## src/rtl/mosaic_mem_pkg.sv

```systemverilog
// rtl/mosaic_mem_pkg.sv - shared codes, header layout and pack/unpack helpers for remote load/store
package mosaic_mem_pkg;

   localparam int HDR_XY_SZ     = 3;
   localparam int HDR_OFFSET_SZ = 12;

   // Packet type codes carried in the header code field
   localparam logic [2:0] MPUT   = 3'd0;
   localparam logic [2:0] MACK   = 3'd1;
   localparam logic [2:0] MDATA  = 3'd2;
   localparam logic [2:0] MGET   = 3'd3;
   localparam logic [2:0] QS     = 3'd4;
   localparam logic [2:0] QM     = 3'd5;
   localparam logic [2:0] MLOAD  = 3'd6;
   localparam logic [2:0] MSTORE = 3'd7;

   typedef struct packed {
      logic [2:0]                 rsvd;
      logic                       hl;
      logic [2:0]                 code;
      logic                       pt;
      logic [2*HDR_XY_SZ-1:0]     src;
      logic [HDR_OFFSET_SZ-1:0]   offset;
      logic [HDR_XY_SZ-1:0]       y_dest;
      logic [HDR_XY_SZ-1:0]       x_dest;
   } mem_hdr_t;

   function automatic logic [31:0] hdr_pack(
      input logic [2:0]               code,
      input logic [2*HDR_XY_SZ-1:0]   src,
      input logic [HDR_OFFSET_SZ-1:0] offset,
      input logic [HDR_XY_SZ-1:0]     y_dest,
      input logic [HDR_XY_SZ-1:0]     x_dest
   );
      mem_hdr_t h;
      h        = '0;
      h.code   = code;
      h.src    = src;
      h.offset = offset;
      h.y_dest = y_dest;
      h.x_dest = x_dest;
      return h;
   endfunction

   function automatic mem_hdr_t hdr_unpack(input logic [31:0] w);
      return mem_hdr_t'(w);
   endfunction

endpackage

```

## src/rtl/mem_rsp_fmt.sv

```systemverilog
// rtl/mem_rsp_fmt.sv - combinational response-header builder for MDATA/MACK replies
module mem_rsp_fmt
   import mosaic_mem_pkg::*;
#(
   parameter int XY_SZ     = 3,
   parameter int OFFSET_SZ = 12
) (
   input  logic                   is_load_i,
   input  logic [2*XY_SZ-1:0]     self_id_i,
   input  logic [OFFSET_SZ-1:0]   offset_i,
   input  logic [2*XY_SZ-1:0]     src_i,
   output logic [31:0]            hdr_o
);

   // Reserved bits and hl are always sent as zero
   localparam int PAD = 28 - 4*XY_SZ - OFFSET_SZ;

   // Reply goes back to the requester: our id becomes the source, its id the destination
   always_comb begin
      hdr_o = {{PAD{1'b0}}, (is_load_i ? MDATA : MACK), 1'b0, self_id_i, offset_i, src_i};
   end

endmodule

```

## src/rtl/mem_responder.sv

```systemverilog
// rtl/mem_responder.sv - target-side server for remote MLOAD/MSTORE packets
module mem_responder
   import mosaic_mem_pkg::*;
#(
   parameter int XY_SZ     = 3,
   parameter int OFFSET_SZ = 12,
   parameter int CNT_W     = 8
) (
   input  logic                 clk_ctrl,
   input  logic                 clk_ctrl_rst_low,
   input  logic [2*XY_SZ-1:0]   HsrcId,
   input  logic                 stream_in_TVALID,
   input  logic [31:0]          stream_in_TDATA,
   input  logic [3:0]           stream_in_TKEEP,
   input  logic                 stream_in_TLAST,
   output logic                 stream_in_TREADY,
   output logic                 stream_out_TVALID,
   output logic [31:0]          stream_out_TDATA,
   output logic [3:0]           stream_out_TKEEP,
   output logic                 stream_out_TLAST,
   input  logic                 stream_out_TREADY,
   output logic                 mem_valid,
   output logic [31:0]          mem_addr,
   output logic [31:0]          mem_wdata,
   output logic [3:0]           mem_wstrb,
   input  logic                 mem_ready,
   input  logic [31:0]          mem_rdata,
   output logic                 resp_idle,
   output logic [CNT_W-1:0]     drop_cnt
);

   localparam logic [2:0] S_IDLE  = 3'd0;
   localparam logic [2:0] S_DATA  = 3'd1;
   localparam logic [2:0] S_DRAIN = 3'd2;
   localparam logic [2:0] S_MEM   = 3'd3;
   localparam logic [2:0] S_RSP_H = 3'd4;
   localparam logic [2:0] S_RSP_D = 3'd5;

   localparam int OFF_LO  = 2*XY_SZ;
   localparam int SRC_LO  = 2*XY_SZ + OFFSET_SZ;
   localparam int CODE_LO = 4*XY_SZ + OFFSET_SZ + 1;

   logic [2:0]           state_q, state_d;
   logic [2:0]           code_q, code_d;
   logic [2*XY_SZ-1:0]   src_q, src_d;
   logic [OFFSET_SZ-1:0] offset_q, offset_d;
   logic [31:0]          wdata_q, wdata_d;
   logic [31:0]          rdata_q, rdata_d;
   logic [CNT_W-1:0]     drop_q;
   logic                 drop_inc;
   logic                 in_rdy_q;
   logic                 mem_valid_q;
   logic [31:0]          mem_addr_q, mem_wdata_q;
   logic [3:0]           mem_wstrb_q;
   logic                 beat;
   logic                 is_load;
   logic [2:0]           hdr_code;
   logic [2*XY_SZ-1:0]   hdr_src, hdr_dest;
   logic [OFFSET_SZ-1:0] hdr_offset;
   logic [31:0]          rsp_hdr;
   logic                 unused_keep;

   assign unused_keep = ^stream_in_TKEEP;

   assign beat       = stream_in_TVALID & in_rdy_q;
   assign is_load    = (code_q == MLOAD);
   assign hdr_code   = stream_in_TDATA[CODE_LO+2:CODE_LO];
   assign hdr_src    = stream_in_TDATA[SRC_LO+2*XY_SZ-1:SRC_LO];
   assign hdr_offset = stream_in_TDATA[SRC_LO-1:OFF_LO];
   assign hdr_dest   = stream_in_TDATA[2*XY_SZ-1:0];

   mem_rsp_fmt #(
      .XY_SZ     (XY_SZ),
      .OFFSET_SZ (OFFSET_SZ)
   ) u_fmt (
      .is_load_i (is_load),
      .self_id_i (HsrcId),
      .offset_i  (offset_q),
      .src_i     (src_q),
      .hdr_o     (rsp_hdr)
   );

   // Packet parser / transaction sequencer next-state logic
   always_comb begin
      state_d  = state_q;
      code_d   = code_q;
      src_d    = src_q;
      offset_d = offset_q;
      wdata_d  = wdata_q;
      rdata_d  = rdata_q;
      drop_inc = 1'b0;
      case (state_q)
         S_IDLE: begin
            if (beat) begin
               code_d   = hdr_code;
               src_d    = hdr_src;
               offset_d = hdr_offset;
               if (stream_in_TLAST) begin
                  drop_inc = 1'b1;
               end else if (hdr_dest != HsrcId || !(hdr_code == MLOAD || hdr_code == MSTORE)) begin
                  drop_inc = 1'b1;
                  state_d  = S_DRAIN;
               end else begin
                  state_d = S_DATA;
               end
            end
         end
         S_DATA: begin
            if (beat) begin
               if (code_q == MSTORE) wdata_d = stream_in_TDATA;
               if (stream_in_TLAST) begin
                  state_d = S_MEM;
               end else begin
                  drop_inc = 1'b1;
                  state_d  = S_DRAIN;
               end
            end
         end
         S_DRAIN: begin
            if (beat && stream_in_TLAST) state_d = S_IDLE;
         end
         S_MEM: begin
            if (mem_valid_q && mem_ready) begin
               rdata_d = is_load ? mem_rdata : 32'h0;
               state_d = S_RSP_H;
            end
         end
         S_RSP_H: begin
            if (stream_out_TREADY) state_d = S_RSP_D;
         end
         S_RSP_D: begin
            if (stream_out_TREADY) state_d = S_IDLE;
         end
         default: state_d = S_IDLE;
      endcase
   end

   // State, latched packet fields, input ready and saturating drop counter
   always_ff @(posedge clk_ctrl or negedge clk_ctrl_rst_low) begin
      if (!clk_ctrl_rst_low) begin
         state_q  <= S_IDLE;
         code_q   <= '0;
         src_q    <= '0;
         offset_q <= '0;
         wdata_q  <= '0;
         rdata_q  <= '0;
         drop_q   <= '0;
         in_rdy_q <= 1'b0;
      end else begin
         state_q  <= state_d;
         code_q   <= code_d;
         src_q    <= src_d;
         offset_q <= offset_d;
         wdata_q  <= wdata_d;
         rdata_q  <= rdata_d;
         in_rdy_q <= (state_d == S_IDLE) || (state_d == S_DATA) || (state_d == S_DRAIN);
         if (drop_inc && drop_q != {CNT_W{1'b1}}) drop_q <= drop_q + CNT_W'(1);
      end
   end

   // Memory request registers: issued the cycle after S_MEM entry, held until mem_ready
   always_ff @(posedge clk_ctrl or negedge clk_ctrl_rst_low) begin
      if (!clk_ctrl_rst_low) begin
         mem_valid_q <= 1'b0;
         mem_addr_q  <= '0;
         mem_wdata_q <= '0;
         mem_wstrb_q <= '0;
      end else if (state_q == S_MEM && !mem_valid_q) begin
         mem_valid_q <= 1'b1;
         mem_addr_q  <= {{(32-OFFSET_SZ){1'b0}}, offset_q[OFFSET_SZ-1:2], 2'b00};
         mem_wdata_q <= is_load ? 32'h0 : wdata_q;
         mem_wstrb_q <= is_load ? 4'h0 : 4'hF;
      end else if (mem_valid_q && mem_ready) begin
         mem_valid_q <= 1'b0;
      end
   end

   // Output decode from registered state
   always_comb begin
      stream_out_TDATA = 32'h0;
      if (state_q == S_RSP_H)      stream_out_TDATA = rsp_hdr;
      else if (state_q == S_RSP_D) stream_out_TDATA = rdata_q;
   end

   assign stream_in_TREADY  = in_rdy_q;
   assign stream_out_TVALID = (state_q == S_RSP_H) || (state_q == S_RSP_D);
   assign stream_out_TLAST  = (state_q == S_RSP_D);
   assign stream_out_TKEEP  = 4'hF;
   assign mem_valid         = mem_valid_q;
   assign mem_addr          = mem_addr_q;
   assign mem_wdata         = mem_wdata_q;
   assign mem_wstrb         = mem_wstrb_q;
   assign resp_idle         = (state_q == S_IDLE);
   assign drop_cnt          = drop_q;

endmodule

```

## config.mk

```make
export PLATFORM = sky130hd
export DESIGN_NAME = mem_responder
export DESIGN_NICKNAME = d
export VERILOG_FILES = /design/src/rtl/mosaic_mem_pkg.sv /design/src/rtl/mem_rsp_fmt.sv /design/src/rtl/mem_responder.sv
export SDC_FILE = /design/constraint.sdc
export NUM_CORES = 1
export LEC_CHECK = 0
export CAP_MARGIN = 10
export CORE_UTILIZATION = 51
export DETAILED_ROUTE_END_ITERATION = 6
export PLACE_DENSITY = 0.86
export SYNTH_ARGS = -nofsm -noshare
export SYNTH_HDL_FRONTEND = slang
export SYNTH_HIERARCHICAL = 1
export SYNTH_SLANG_ARGS = --single-unit
```

## constraint.sdc

```tcl
create_clock -name clk_ctrl -period 3.3 [get_ports clk_ctrl]
set_clock_uncertainty 0.15 [all_clocks]
set_input_delay 0.66 -clock clk_ctrl [delete_from_list [all_inputs] [get_ports clk_ctrl]]
set_output_delay 0.66 -clock clk_ctrl [all_outputs]
set_load 0.005 [all_outputs]
```

; ---- Yosys cells after proc, flatten, opt, wreduce, memory -nomap -nowiden
; Cells that the tools add are included.
[word_totals]
reg_bits = 144
inputBits = 80
[classes]
addsub = 1
n_eq_ne = 13
muxes = 24
bitwise_logic = 1
n_reduce_logical = 17
[op_table]
columns = op, count
row1 = 32-bit two-way mux, 4
row2 = 3-bit two-way mux, 7
row3 = "3-bit equality test, second input constant", 6
row4 = 3-bit case mux with 6 select lines, 1
row5 = "3-bit by 2-bit equality test with 1-bit output, second input constant", 3
row6 = "8-bit by 1-bit adder with 8-bit output, second input constant", 1
row7 = 1-bit two-way mux, 8
row8 = "8-bit inequality test, second input constant", 1
row9 = "3-bit by 1-bit equality test with 1-bit output, second input constant", 2
row10 = 3-bit zero test, 2
row11 = 6-bit inequality test, 1
row12 = 1-bit logical OR, 5
row13 = 1-bit logical AND, 4
row14 = 2-bit two-way mux, 2
row15 = 4-bit two-way mux, 1
row16 = 2-bit AND reduction, 2
row17 = 3-bit AND reduction, 1
row18 = 1-bit zero test, 2
row19 = 1-bit case mux with 2 select lines, 1
row20 = 2-bit nonzero test, 1
row21 = 1-bit AND, 1

; ---- Longest topological paths before layout
[logic_depth]
word_depth = 11
depth_mapped = 7

; ---- Cells and area by module
; The synthesis kept the hierarchy.
[by_module_without_submodules]
columns = mod, instances, cells_per_inst, area_per_inst_um2, seq_area_each_um2
row1 = mem_responder, 1, 614, 6319.8, 3528.4
row2 = mem_rsp_fmt, 1, 33, 240.2, 0.0

; ---- Worst setup path after synthesis
; No wires, ideal clock.
[synth_timing]
path_type = reg2out
startpoint = register code_q[0]
endpoint = output port stream_out_TDATA[26]
arrival_time_ps = 1351
setup_slack_ps = 1139
path_stages_with_launch = 8
n_path_buf = 2
path_cell_list = dfrtp_1 > inv_1 > nand3_1 > clkinv_1 > clkbuf_1 > buf_4 > mux2i_1 > nor2_1
[synth_via]
elab_chain_cells = 3
[synth_rtl]
columns = item, line
row1 = from (decl), mem_responder.sv:44  ; logic [2:0] code_q, code_d;
row2 = from (signal assigned), mem_responder.sv:151  ; code_q <= code_d;
row3 = 3-bit equality test, mem_responder.sv:66  ; assign is_load = (code_q == MLOAD);
row4 = named net is_load, mem_responder.sv:56  ; logic is_load;
row5 = 2-bit two-way mux, mem_rsp_fmt.sv:20  ; hdr_o = {{PAD{1'b0}}, (is_load_i ? MDATA : MACK), 1'b0, self_id_i, offset_i, src_i};
row6 = named net rsp_hdr[26], mem_responder.sv:60  ; logic [31:0] rsp_hdr;
row7 = 32-bit two-way mux, mem_responder.sv:181  ; if (state_q == S_RSP_H) stream_out_TDATA = rsp_hdr;
row8 = to (decl), mem_responder.sv:18  ; output logic [31:0] stream_out_TDATA,
; The timed path passes the listed nets, and every way through them passes these cells.

; ---- Final worst setup path
[layout_timing]
startpoint = register state_q[0]
endpoint = output port stream_out_TDATA[26]
[layout_via]
elab_chain_cells = 3
elab_cells_between_ends = 4
cone_classes = 2 x eq/ne / 2 x mux
[layout_rtl]
columns = item, line
row1 = from (decl), mem_responder.sv:43  ; logic [2:0] state_q, state_d;
row2 = from (signal assigned), mem_responder.sv:150  ; state_q <= state_d;
row3 = 3-bit equality test, mem_responder.sv:182  ; else if (state_q == S_RSP_D) stream_out_TDATA = rdata_q;
row4 = 32-bit two-way mux, mem_responder.sv:182
row5 = 32-bit two-way mux *, mem_responder.sv:181
; Every way passes the cells marked *; elsewhere a longest branch is shown, timed or not.

==> impl_metrics.py <==
metrics = {
    "status": {
        "status": "complete, no violations",
    },
    "clock_network": {
        "cts_sinks": 141,
        "insertion_delay_ps": 410,
        "cts_hold_buf": 0,
        "ctsResizeCount": 0,
        "htree_levels": 4,
        "cts_buffers": 17,
        "cts-root-buf": "clkbuf_16",
        "path_clk_slew_ps": 60,
        "cts_tree": "built",
        "clockBufferDepth": 2,
        "cts_setup_buffers": 0,
    },
    "global_routing": {
        "gr-total-overflow": 0,
        "grt_max_degree": 75,
        "grt_pass1_vias": 5290,
        "grt_pass1_wl_mm": 27.1,
        "antenna_found_initial": 0,
        "track_usage": 0.272,
    },
    "sta": {
        "rsz0062_at_grt": "false",
        "slew_headroom": 0.389,
        "slew_violations": 0,
        "timing.final.crit_share": 0.921,
        "max_slew.worst_pin.slew_ps": 914,
        "setup_tns_ps": 0,
        "max_freq_ghz": 0.329,
        "period_needed_ps": 3040,
        "finalHoldViolCount": 0,
        "finalSetupViolCount": 0,
    },
    "logic_synthesis": {
        "synth_seq_cells": 141,
        "synth-main-ff-cell": "dfrtp_1",
        "seq_area_frac_synth": 0.538,
        "synth_compound_area_frac": 0.0393,
        "synthDistinctLibCells": 36,
        "synth_cells": 647,
        "synth_fa_ha_area_frac": 0.00191,
        "synth_top_family_by_area": "simple AND/OR/NAND/NOR gates",
        "yosys_warnings": 6,
        "synthArstFlopShare": 1.00,
        "yosys.area_share.xor_xnor": 0.0174,
        "synth-simple-area-share": 0.165,
        "syn_area_um2": 6560,
        "avgSynthCellArea_um2": 10.1,
        "synth_mux_area_frac": 0.142,
        "synth_edf_count": 0,
    },
    "setup_path": {
        "critPathSlowestCell": "dfrtp_2",
        "critPathArrivalTime_ps": 2230,
        "crit_fanout": 23,
        "crit_path_max_incr_delay_ps": 780,
        "start_kind": "flip-flop",
        "endpoint_kind": "output port",
        "path_cells": "buf_12 > mux2i_1 > nor2_1 > clkdlybuf4s50_1",
        "crit_required_ps": 2490,
        "path_class": "reg -> out",
    },
    "hold_path": {
        "hold_path.class": "in -> async",
    },
    "drt": {
        "routed_wl_mm": 17.1,
        "drtIter0Drc": 294,
        "drt-pass1-iter-count": 7,
        "final_antenna_net_count": 0,
        "via_per_inst": 5.31,
        "wl_per_cell_um": 17.7,
        "dr_total_vias": 5122,
        "drc": 0,
    },
    "cells_and_area": {
        "num_antenna_cells": 0,
        "nFillCells": 915,
        "multi_input_area_um2": 2530,
        "area_delta_synth_final_pct": 31.8,
        "nets": 860,
        "drive_above_1_share": 0.133,
        "layout_common_cells": "165 x nand2_1, 165 x clkdlybuf4s50_1, 140 x dfrtp_1, 53 x mux2_2, 38 x nand3_1",
        "register_area_um2": 3530,
    },
    "power_and_ir_drop": {
        "powerDensity_nw_per_um2": 621,
        "p_leak_uw": 0.00389,
        "power.total_uw": 5370,
        "peakVddDrop_v": 0.000397,
    },
    "floorplan": {
        "die-area_um2": 13300,
        "coreArea_um2": 12600,
        "die_h_um": 115,
        "rows": 41,
        "num_io_pins": 197,
        "die_w_um": 115,
        "start_util": 0.522,
    },
    "flow_run": {
        "timing.max_cap.violations": 0,
    },
    "placement": {
        "gp_congestion": 0.860,
        "port_buffers": 166,
        "hpwl_mm": 11.5,
    },
}
area by class of cell:
cell class,instances,area share
inverters,7,0.00304
flip-flops and latches,141,0.408
repair buffers,179,0.207
clock inverters,10,0.00941
clock buffers,22,0.0549
well taps,172,0.0249
multi-input cells,433,0.293
state kept, by name, indices dropped and copies added (netlist names):
signal and flops:
stream_in_TREADY 1, drop_cnt 8, mem_wstrb 1, rdata_q 32
code_q 3, mem_addr 10, wdata_q 32, mem_valid 1
state_q 3, src_q 6, mem_wdata 32, offset_q 12
path summary, 6_finish.rpt:
path                            slack (ps)             start  cells after the start                    to
min in group clk_ctrl                  320     mem_wdata[15]                      2         mem_wdata[15]
worst min-delay path                   120  clk_ctrl_rst_low                      1            rdata_q[6]
worst min register to register         320     mem_wdata[15]                      2         mem_wdata[15]
worst max-delay path                   260        state_q[0]                      4  stream_out_TDATA[26]
worst max register to register         630        state_q[0]                      6           rdata_q[28]
max in group asynchronous             2150  clk_ctrl_rst_low                      2            rdata_q[8]
cells by family (layout without fill, tap and decap cells):
family | count (synthesis) | after routing
AOI/OAI and AO/OA | 44 | 44
and+or+nand+nor | 257 | 257
buffers and inverters | 102 | 218
other | 3 | 32
DFF | 141 | 141
xor gates and xnor gates | 13 | 13
muxes | 86 | 86
adders and majority gates | 1 | 1
stage by stage:
step	instance area, µm²	std cells	hold slack, ps	worst slack [ps]	utilization
floorplan	6670	676	214	1140	-
global placement	8090	932	301	440	0.644
detailed placement	8090	932	305	417	0.644
CTS	8640	964	150	248	0.688
global route	8640	964	173	178	0.688
finish	8640	964	118	260	0.688
where the power goes:
part / leakage, µW / switching [µW] / internal, µW
combinational: 0.00174 / 554 / 685
sequential: 0.00189 / 286 / 2060
clock: 0.000256 / 749 / 1030
critical path, delay by kind of cell (launching register included):
kind,cells,cell delay (ps)
buffers and inverters,2,730
DFF,1,780
muxes,1,210
and+or+nand+nor,1,70
layer usage:
layer  routed length [µm]  global-route usage
met5                    0                   0
met4                  499               0.119
met3                 1100              0.0560
met2                 8520               0.466
met1                 6940               0.335
cells in the mapped netlist, types with 2 or more instances:
master | instances | share of area
a32o_1 | 2 | 0.0031
nand2_1 | 166 | 0.095
mux2i_1 | 32 | 0.049
and3_1 | 2 | 0.0019
nand3_1 | 40 | 0.031
o21ai_0 | 34 | 0.026
xor2_1 | 6 | 0.0080
a21oi_1 | 2 | 0.0015
mux2_2 | 53 | 0.091
nor2_1 | 37 | 0.021
nand4_1 | 4 | 0.0038
dfrtp_1 | 141 | 0.54
buf_4 | 63 | 0.072
buf_2 | 6 | 0.0046
xnor2_1 | 7 | 0.0093
conb_1 | 3 | 0.0017
inv_1 | 6 | 0.0034
clkbuf_1 | 25 | 0.014
(Power assumes the default switching activity.)
